==> src/rtl/vape_pkg.sv <==
// ============================================================================
//  Module   : vape_pkg
//  Purpose  : Shared types and constants for the VAPE hardware monitors
//             (output protection and PC atomicity monitor).
//             - addr_t   : 16-bit address type
//             - bounds_t : latched ER/OR bounds
//             - state_t  : monitor state encoding (KILL/RUN/DONE)
//             - DEF_SMEM_BASE / DEF_SMEM_SIZE : secure ROM defaults
//  Revision : 1.0 - initial release
// ============================================================================
`default_nettype none

package vape_pkg;

    typedef logic [15:0] addr_t;

    localparam addr_t DEF_SMEM_BASE = 16'hA000;
    localparam addr_t DEF_SMEM_SIZE = 16'h4000;

    typedef struct packed {
        addr_t er_min;
        addr_t er_max;
        addr_t or_min;
        addr_t or_max;
    } bounds_t;

    // Encoding is fixed; 2'b11 is unused and treated as KILL by the monitors.
    typedef enum logic [1:0] {
        ST_KILL = 2'b00,
        ST_RUN  = 2'b01,
        ST_DONE = 2'b10
    } state_t;

endpackage

`default_nettype wire

==> src/rtl/vape_range_check.sv <==
// ============================================================================
//  Module   : vape_range_check
//  Purpose  : Combinational inclusive range compare, lo <= a <= hi.
//  Ports    : a        - address under test
//             lo, hi   - inclusive bounds
//             in_range - 1 when a lies within [lo, hi]
//  Revision : 1.0 - initial release
// ============================================================================
`default_nettype none

module vape_range_check (
    input  logic [15:0] a,
    input  logic [15:0] lo,
    input  logic [15:0] hi,
    output logic        in_range
);

    assign in_range = (a >= lo) && (a <= hi);

endmodule

`default_nettype wire

==> src/rtl/vape_output_protection.sv <==
// ============================================================================
//  Module   : vape_output_protection
//  Purpose  : Guards the output region (OR) written by an attested
//             executable region (ER). exec rises only after one complete ER
//             run whose OR contents and ER code were untouched by anything
//             other than the ER itself since that run began.
//  Ports    : clk, reset (async, active high)
//             pc, data_addr, data_wr         - CPU observation
//             dma_addr, dma_en               - DMA observation (VAPE_DMA_EN)
//             ER_min, ER_max, OR_min, OR_max - inclusive region bounds
//             exec                           - registered "valid output" flag
//  Config   : VAPE_DMA_EN - when defined, adds the DMA ports and DMA
//             writes into ER/OR count as violations. When undefined only
//             CPU writes are policed.
//  Revision : 1.0 - initial release
// ============================================================================
`default_nettype none

module vape_output_protection
    import vape_pkg::*;
#(
    parameter addr_t SMEM_BASE = DEF_SMEM_BASE,
    parameter addr_t SMEM_SIZE = DEF_SMEM_SIZE
) (
    input  logic        clk,
    input  logic        reset,
    input  logic [15:0] pc,
    input  logic [15:0] data_addr,
    input  logic        data_wr,
`ifdef VAPE_DMA_EN
    input  logic [15:0] dma_addr,
    input  logic        dma_en,
`endif
    input  logic [15:0] ER_min,
    input  logic [15:0] ER_max,
    input  logic [15:0] OR_min,
    input  logic [15:0] OR_max,
    output logic        exec
);

    // Secure ROM end in 17 bits so base+size cannot wrap.
    localparam logic [16:0] c_smem_end = {1'b0, SMEM_BASE} + {1'b0, SMEM_SIZE};

    state_t  r_state;
    state_t  w_next_state;
    addr_t   r_prev_pc;
    bounds_t r_lat;
    bounds_t w_live;
    logic    r_exec;

    logic w_pc_in_er;
    logic w_data_in_or;
    logic w_data_in_er;
    logic w_cpu_or;
    logic w_cpu_er;
    logic w_dma_hit;
    logic w_cfg_valid;
    logic w_bounds_changed;
    logic w_pc_at_er_min;

    assign w_live = '{er_min: ER_min, er_max: ER_max, or_min: OR_min, or_max: OR_max};

    vape_range_check u_pc_er   (.a(pc),        .lo(ER_min), .hi(ER_max), .in_range(w_pc_in_er));
    vape_range_check u_data_or (.a(data_addr), .lo(OR_min), .hi(OR_max), .in_range(w_data_in_or));
    vape_range_check u_data_er (.a(data_addr), .lo(ER_min), .hi(ER_max), .in_range(w_data_in_er));

`ifdef VAPE_DMA_EN
    logic w_dma_in_or;
    logic w_dma_in_er;

    vape_range_check u_dma_or (.a(dma_addr), .lo(OR_min), .hi(OR_max), .in_range(w_dma_in_or));
    vape_range_check u_dma_er (.a(dma_addr), .lo(ER_min), .hi(ER_max), .in_range(w_dma_in_er));

    assign w_dma_hit = dma_en && (w_dma_in_or || w_dma_in_er);
`else
    assign w_dma_hit = 1'b0;
`endif

    assign w_cpu_or       = data_wr && w_data_in_or;
    assign w_cpu_er       = data_wr && w_data_in_er;
    assign w_pc_at_er_min = (pc == ER_min);

    assign w_cfg_valid = (ER_min < ER_max)
                      && (OR_min <= OR_max)
                      && ((OR_max < ER_min) || (ER_max < OR_min))
                      && ((OR_max < SMEM_BASE) || ({1'b0, OR_min} > c_smem_end));

    // Latched bounds are only meaningful once a run has started.
    assign w_bounds_changed = ((r_state == ST_RUN) || (r_state == ST_DONE))
                           && (w_live != r_lat);

    // Next state. Order of tests encodes the precedence:
    // invalid config, then violations, then progress transitions.
    always_comb begin
        w_next_state = ST_KILL;
        if (w_cfg_valid) begin
            case (r_state)
                ST_RUN: begin
                    if (w_cpu_er || w_dma_hit || w_bounds_changed)
                        w_next_state = ST_KILL;
                    else if (w_pc_in_er)
                        w_next_state = ST_RUN;
                    else if (r_prev_pc == ER_max)
                        w_next_state = ST_DONE;
                    else
                        w_next_state = ST_KILL;
                end
                ST_DONE: begin
                    // A CPU OR write in the re-entry cycle is the ER's own
                    // write, so the re-entry test comes before cpu_or.
                    if (w_cpu_er || w_dma_hit || w_bounds_changed)
                        w_next_state = ST_KILL;
                    else if (w_pc_at_er_min)
                        w_next_state = ST_RUN;
                    else if (w_cpu_or)
                        w_next_state = ST_KILL;
                    else
                        w_next_state = ST_DONE;
                end
                default: begin
                    // ST_KILL and the unused 2'b11 code
                    if (w_pc_at_er_min && !w_cpu_er && !w_dma_hit)
                        w_next_state = ST_RUN;
                end
            endcase
        end
    end

    always_ff @(posedge clk or posedge reset) begin
        if (reset) begin
            r_state   <= ST_KILL;
            r_prev_pc <= 16'h0000;
            r_lat     <= '0;
            r_exec    <= 1'b0;
        end else begin
            r_state   <= w_next_state;
            r_prev_pc <= pc;
            r_exec    <= (w_next_state == ST_DONE);
            if ((w_next_state == ST_RUN) && (r_state != ST_RUN))
                r_lat <= w_live;
        end
    end

    assign exec = r_exec;

endmodule

`default_nettype wire

==> config.mk <==
export PLATFORM = sky130hd
export DESIGN_NAME = vape_output_protection
export DESIGN_NICKNAME = d
export VERILOG_FILES = /design/src/rtl/vape_pkg.sv /design/src/rtl/vape_range_check.sv /design/src/rtl/vape_output_protection.sv
export SDC_FILE = /design/constraint.sdc
export NUM_CORES = 1
export LEC_CHECK = 0
export BUFFER_PORTS_ARGS = -buffer_cell sky130_fd_sc_hd__clkbuf_2
export CAP_MARGIN = 20
export CORE_MARGIN = 3
export CORE_UTILIZATION = 27
export CTS_CLUSTER_DIAMETER = 100
export DETAILED_ROUTE_END_ITERATION = 16
export GPL_TIMING_DRIVEN = 0
export PLACE_DENSITY_LB_ADDON = 0.05
export SLEW_MARGIN = 30
export SYNTH_ARGS = -nofsm -noshare
export SYNTH_HDL_FRONTEND = slang
export SYNTH_SLANG_ARGS = --single-unit
==> constraint.sdc <==
create_clock -name clk -period 4.3 [get_ports clk]
set_clock_uncertainty 0.1 [all_clocks]
set_input_delay 0.645 -clock clk [delete_from_list [all_inputs] [get_ports clk]]
set_output_delay 0.645 -clock clk [all_outputs]
set_load 0.02 [all_outputs]
After elaboration in Yosys (flattened, before gate mapping)

Cells that the tools add are included.

Register bits after elaboration: 83
Bits of input ports: 99

Magnitude comparators: 12
Equality and inequality tests: 8
Muxes and demuxes: 9
Reduce and logical (&&, ||, !) cells: 16

Operator list:

| operator                                              | count |
|---|---|
| less-or-equal comparator 16 bit                       | 4 |
| inequality test 64 bit                                | 1 |
| greater-or-equal comparator 16 bit                    | 3 |
| less-than comparator 16 bit                           | 3 |
| == test 16 bit                                        | 2 |
| greater-than comparator 16 bit, second input constant | 1 |
| less-than comparator 16 bit, second input constant    | 1 |
| two-way mux 2 bit                                     | 7 |
| logical AND 1 bit                                     | 11 |
| == test 2 x 1 -> 1 bit, second input constant         | 2 |
| == test 2 bit, second input constant                  | 2 |
| logical OR 1 bit                                      | 4 |
| case mux 2 bit (2 select lines)                       | 1 |
| inequality test 2 x 1 -> 1 bit, second input constant | 1 |
| zero test 1 bit                                       | 1 |
| two-way mux 1 bit                                     | 1 |

Depth between registers and ports, before layout

Depth after elaboration: 10
Mapped depth: 11
Mapped depth without buffers: 10

Modules after synthesis

Synthesis repeated with hierarchy kept, for this count alone.

Cells, all modules: 868
Area, all modules: 8,349.3 um^2

Modules (own cells, without submodules):

| module                 | times used | cells an instance | area an instance (um^2) | sequential area each (um^2) |
|---|---|---|---|---|
| vape_output_protection | 1          | 538               | 5,928.2                 | 2,077.0 |
| vape_range_check       | 3          | 110               | 807.0                   | 0.0 |

Worst setup path after synthesis

OpenSTA, ideal clock, no wires.

Kind: input to register
Start point: in ER_min[14]
End point: reg r_lat[50] (netlist bit)
Library setup time: 0.125 ns
Data arrival time: 3.115 ns
Data required time: 4.075 ns
Setup slack: 0.960 ns
Stages: 11
Cells stage by stage: inv_1 > ha_1 > nand4_1 > nor4_1 > a2111oi_0 > o211ai_1 > o2111ai_1 > a21o_2 > a211oi_4 > buf_6 > mux2_2

Longest elaborated chain between the ends: 10
Elaborated cells between the ends (all ways): 26

Ends and longest elaborated chain:

| what                               | line                          | source |
|---|---|---|
| from (decl)                        | vape_output_protection.sv:34  | `input logic [15:0] ER_min,` |
| greater-or-equal comparator 16 bit | vape_range_check.sv:18        | `assign in_range = (a >= lo) && (a <= hi);` |
| logical AND 1 bit                  | vape_range_check.sv:18        |  |
| logical AND 1 bit                  | vape_output_protection.sv:80  | `assign w_cpu_er = data_wr && w_data_in_er;` |
| zero test 1 bit                    | vape_output_protection.sv:122 | `if (w_pc_at_er_min && !w_cpu_er && !w_dma_hit)` |
| logical AND 1 bit                  | vape_output_protection.sv:122 |  |
| two-way mux 1 bit                  | vape_output_protection.sv:122 |  |
| case mux 2 bit (2 select lines)    | vape_output_protection.sv:97  | `case (r_state)` |
| two-way mux 2 bit *                | vape_output_protection.sv:96  | `if (w_cfg_valid) begin` |
| == test 2 x 1 -> 1 bit *           | vape_output_protection.sv:139 | `if ((w_next_state == ST_RUN) && (r_state != ST_RUN))` |
| logical AND 1 bit *                | vape_output_protection.sv:139 |  |
| to (signal assigned)               | vape_output_protection.sv:140 | `r_lat <= w_live;` |
| to (decl)                          | vape_output_protection.sv:47  | `bounds_t r_lat;` |

Every way passes the cells marked *; elsewhere a longest branch is shown, timed or not.
A chain may end at the register's enable or synchronous reset.

Worst setup path in the final report

Start point: in ER_min[12]
End point: reg r_lat[48] (netlist bit)

The elaborated chain is that of the path after synthesis.

==> reports/qor.yml <==
run_status:
  status: "complete, no violations"
cts:
  htreeDepth: 3
  cts_setup_buffers: 0
  clk_latency_ns: 0.35
  root_buffer: "clkbuf_16"
  cts_buffer_depth: 2
  cts_resized: 0
  cts_tree: "yes"
  clock_sinks: 83
  cts_hold_buffers: 0
  clkTransAtPathRegs_ns: 0.07
  cts_buffers: 9
synth:
  muxShareOfSynthArea_pct: 9.86
  synth_compound_area_share_pct: 11.3
  ys_async_sr_fraction_pct: 100
  synth_top_flop_cell: "dfrtp_1"
  netlist_area_mm2: 0.00746
  synth_fp_nets: 996
  syn_inst: 738
  synth_fa_ha_area_share_pct: 26.7
  syn-mean-instance-area_um2: 10.1
  synth-seq-cells: 83
  synth_cell_type_count: 44
  synth_edf_count: 0
  yosysTopAreaCellShare_pct: 27.8
  synth_top_family_by_area: "adder cells"
  synth-simple-area-share_pct: 10.5
  yosysTopAreaCell: "dfrtp_1"
  synth_area_leaders: "dfrtp_1 28%, ha_1 27%, mux2_2 9.1%, xor2_1 5.8%, nand4_1 3.7%"
  yosys_warnings: 0
  seq_area_frac_synth_pct: 27.8
  synthXorXnorAreaFrac_pct: 9.39
place:
  port_buffers: 99
  gp_congestion: 0.873
  dpl_cell_area_mm2: 0.00842
  dp_hpwl_um: 23500
sta:
  timing.hold.ws_ns: 0.157
  final_hold_viol_count: 0
  rsz0062_at_grt: "false"
  post-route-period-util_pct: 90.3
  finalSetupViolCount: 0
  worstMarginPinSlew_ns: 0.671
  post-route-min-period_ns: 3.88
  maxSlewViolCount: 0
  slew_headroom_pct: 54.8
  timing.fmax_mhz: 258
routing:
  wire_per_inst_um: 22.8
  dr.first_iter.drc_count: 282
  route.detailed.drc: 0
  antenna_left: 0
  first_pass_iters: 4
  routed_via_density: 5.18
  num_vias: 6199
  routed_wl_um: 27300
setup_path:
  crit_required_ns: 4.44
  crit_slowest_cell: "or4b_1"
  cp-start-kind: "input port"
  crit_chain: "clkbuf_2 > inv_1 > ha_1 > nand4_1 > nor3_1 > or4b_1 > a31o_2 > o311ai_1 > a21o_2 > a211oi_4 > buf_12 > buf_6 > mux2_4"
  rr_worst_depth: 10
  timing.rr.end: "r_lat[63]"
  arrival_ns: 4.02
  max_stage_delay_ns: 0.52
  critPathMaxFanout: 10
  reg2reg_slack_ns: 0.56
  endpoint_kind: "register"
  worst_r2r_startpoint: "r_lat[52]"
  path_class: "in2reg"
power_and_ir_drop:
  leakage_nw: 4.43
  power.density_mw_per_mm2: 249
  ir_drop_mv: 0.117
die:
  ioPinCount: 100
  die_w_um: 172
  die_area_mm2: 0.0297
  die_h_um: 172
  core_mm2: 0.0270
  rows: 60
  initial_core_util_pct: 27.6
grt:
  overflow: 0
  grtUsageTotal_pct: 18.8
  grt_max_degree: 52
  grt_pass1_wl_um: 40100
  antenna_found_initial: 0
  grt_pass1_vias: 6617
flow_run:
  max-cap-violations: 0
finish:
  nets: 1109
  area_growth_pct: 17.3
  fillerInstances: 2874
  drive_gt1_share_pct: 22.3
  fin_area_mm2: 0.00875
  final_common_cell: "ha_1"
  most-common-layout-cells: "159 x ha_1, 99 x clkbuf_2, 83 x dfrtp_1"
  diodes: 0
worst_hold_path:
  hold_path.class: "in2async"
[flip-flops by register name, indices dropped and copies added (netlist names)]
signal	count
r_lat	64
r_state	2
r_prev_pc	16
exec	1
[worst max path at each step]
stage	from	to	slack [ns]	cells past startpoint
CTS	ER_max[6]	r_lat[63]	0.09	10
detailed placement	ER_max[6]	r_lat[38]	-0.27	10
global route	ER_min[12]	r_lat[48]	0.36	13
floorplan	ER_min[14]	r_lat[50]	0.96	11
finish	ER_min[12]	r_lat[48]	0.42	13
global placement	ER_max[6]	r_lat[32]	-0.22	10
[per-stage QoR]
step / worst slack, ns / TNS (ns) / cells / power [mW] / util, %
finish: 0.417 / 0 / 1197 / 2.18 / 32.4
global route: 0.358 / 0 / 1197 / 2.30 / 32.4
CTS: 0.0906 / 0 / 1195 / 2.22 / 32.3
detailed placement: -0.265 / -14.41 / 1179 / 1.35 / 31.1
global placement: -0.216 / -11.93 / 1178 / 1.33 / 31.0
floorplan: 0.960 / 0 / 738 / 1.10 / -
[per-layer routing]
| layer | track usage [%] | share of wire (%) |
|---|---|---|
| met3 | 2.10 | 2.7 |
| met1 | 25.1 | 48 |
| met2 | 31.3 | 46 |
| met5 | 0 | 0 |
| met4 | 7.53 | 3.6 |
[cells in the mapped netlist (2+ instances only)]
cell / count
nor3_1: 11
nor2_1: 14
a2111oi_0: 2
nand4_1: 44
a21o_1: 8
mux2_4: 4
nand2_1: 22
o211ai_1: 10
or4_1: 2
xnor2_1: 31
ha_1: 159
a2111o_1: 3
xor2_1: 49
o21a_1: 3
buf_6: 6
a41oi_1: 3
o31ai_1: 2
nor4_1: 22
nor2b_1: 5
nand3_1: 17
nand2b_1: 4
a221oi_1: 2
dfrtp_1: 83
a211oi_1: 11
inv_1: 71
a21oi_1: 52
o21ai_0: 22
mux2_2: 60
[area by class of cell]
| cell class | count | area [µm²] | area share [%] |
|---|---|---|---|
| Clock inverter | 5 | 62.6 | 0.715 |
| Timing Repair Buffer | 102 | 551 | 6.29 |
| Buffer | 6 | 67.6 | 0.772 |
| Inverter | 71 | 272 | 3.10 |
| Sequential cell | 83 | 2080 | 23.7 |
| Multi-Input combinational cell | 578 | 5050 | 57.7 |
| Tap cell | 341 | 427 | 4.88 |
| Clock buffer | 11 | 243 | 2.77 |
[critical path, delay by kind of cell]
family                   cells  cell delay (ns)
adder cells (fa/ha/maj)      1             0.30
AND/OR/NAND/NOR              3             1.06
AO/OA/AOI/OAI                4             1.02
multiplexers                 1             0.30
buffers and inverters        4             0.68
[power by group]
part / switching [mW] / internal [mW]
Combinational: 0.338 / 0.203
Clock: 0.374 / 0.470
Sequential: 0.00347 / 0.788
[cells by family after synthesis]
group	after synthesis
xor+xnor	80
simple gates	144
mux	64
flops	83
fa+ha+maj	159
buf+inv	77
compound gates	131
(Power assumes the default switching activity.)
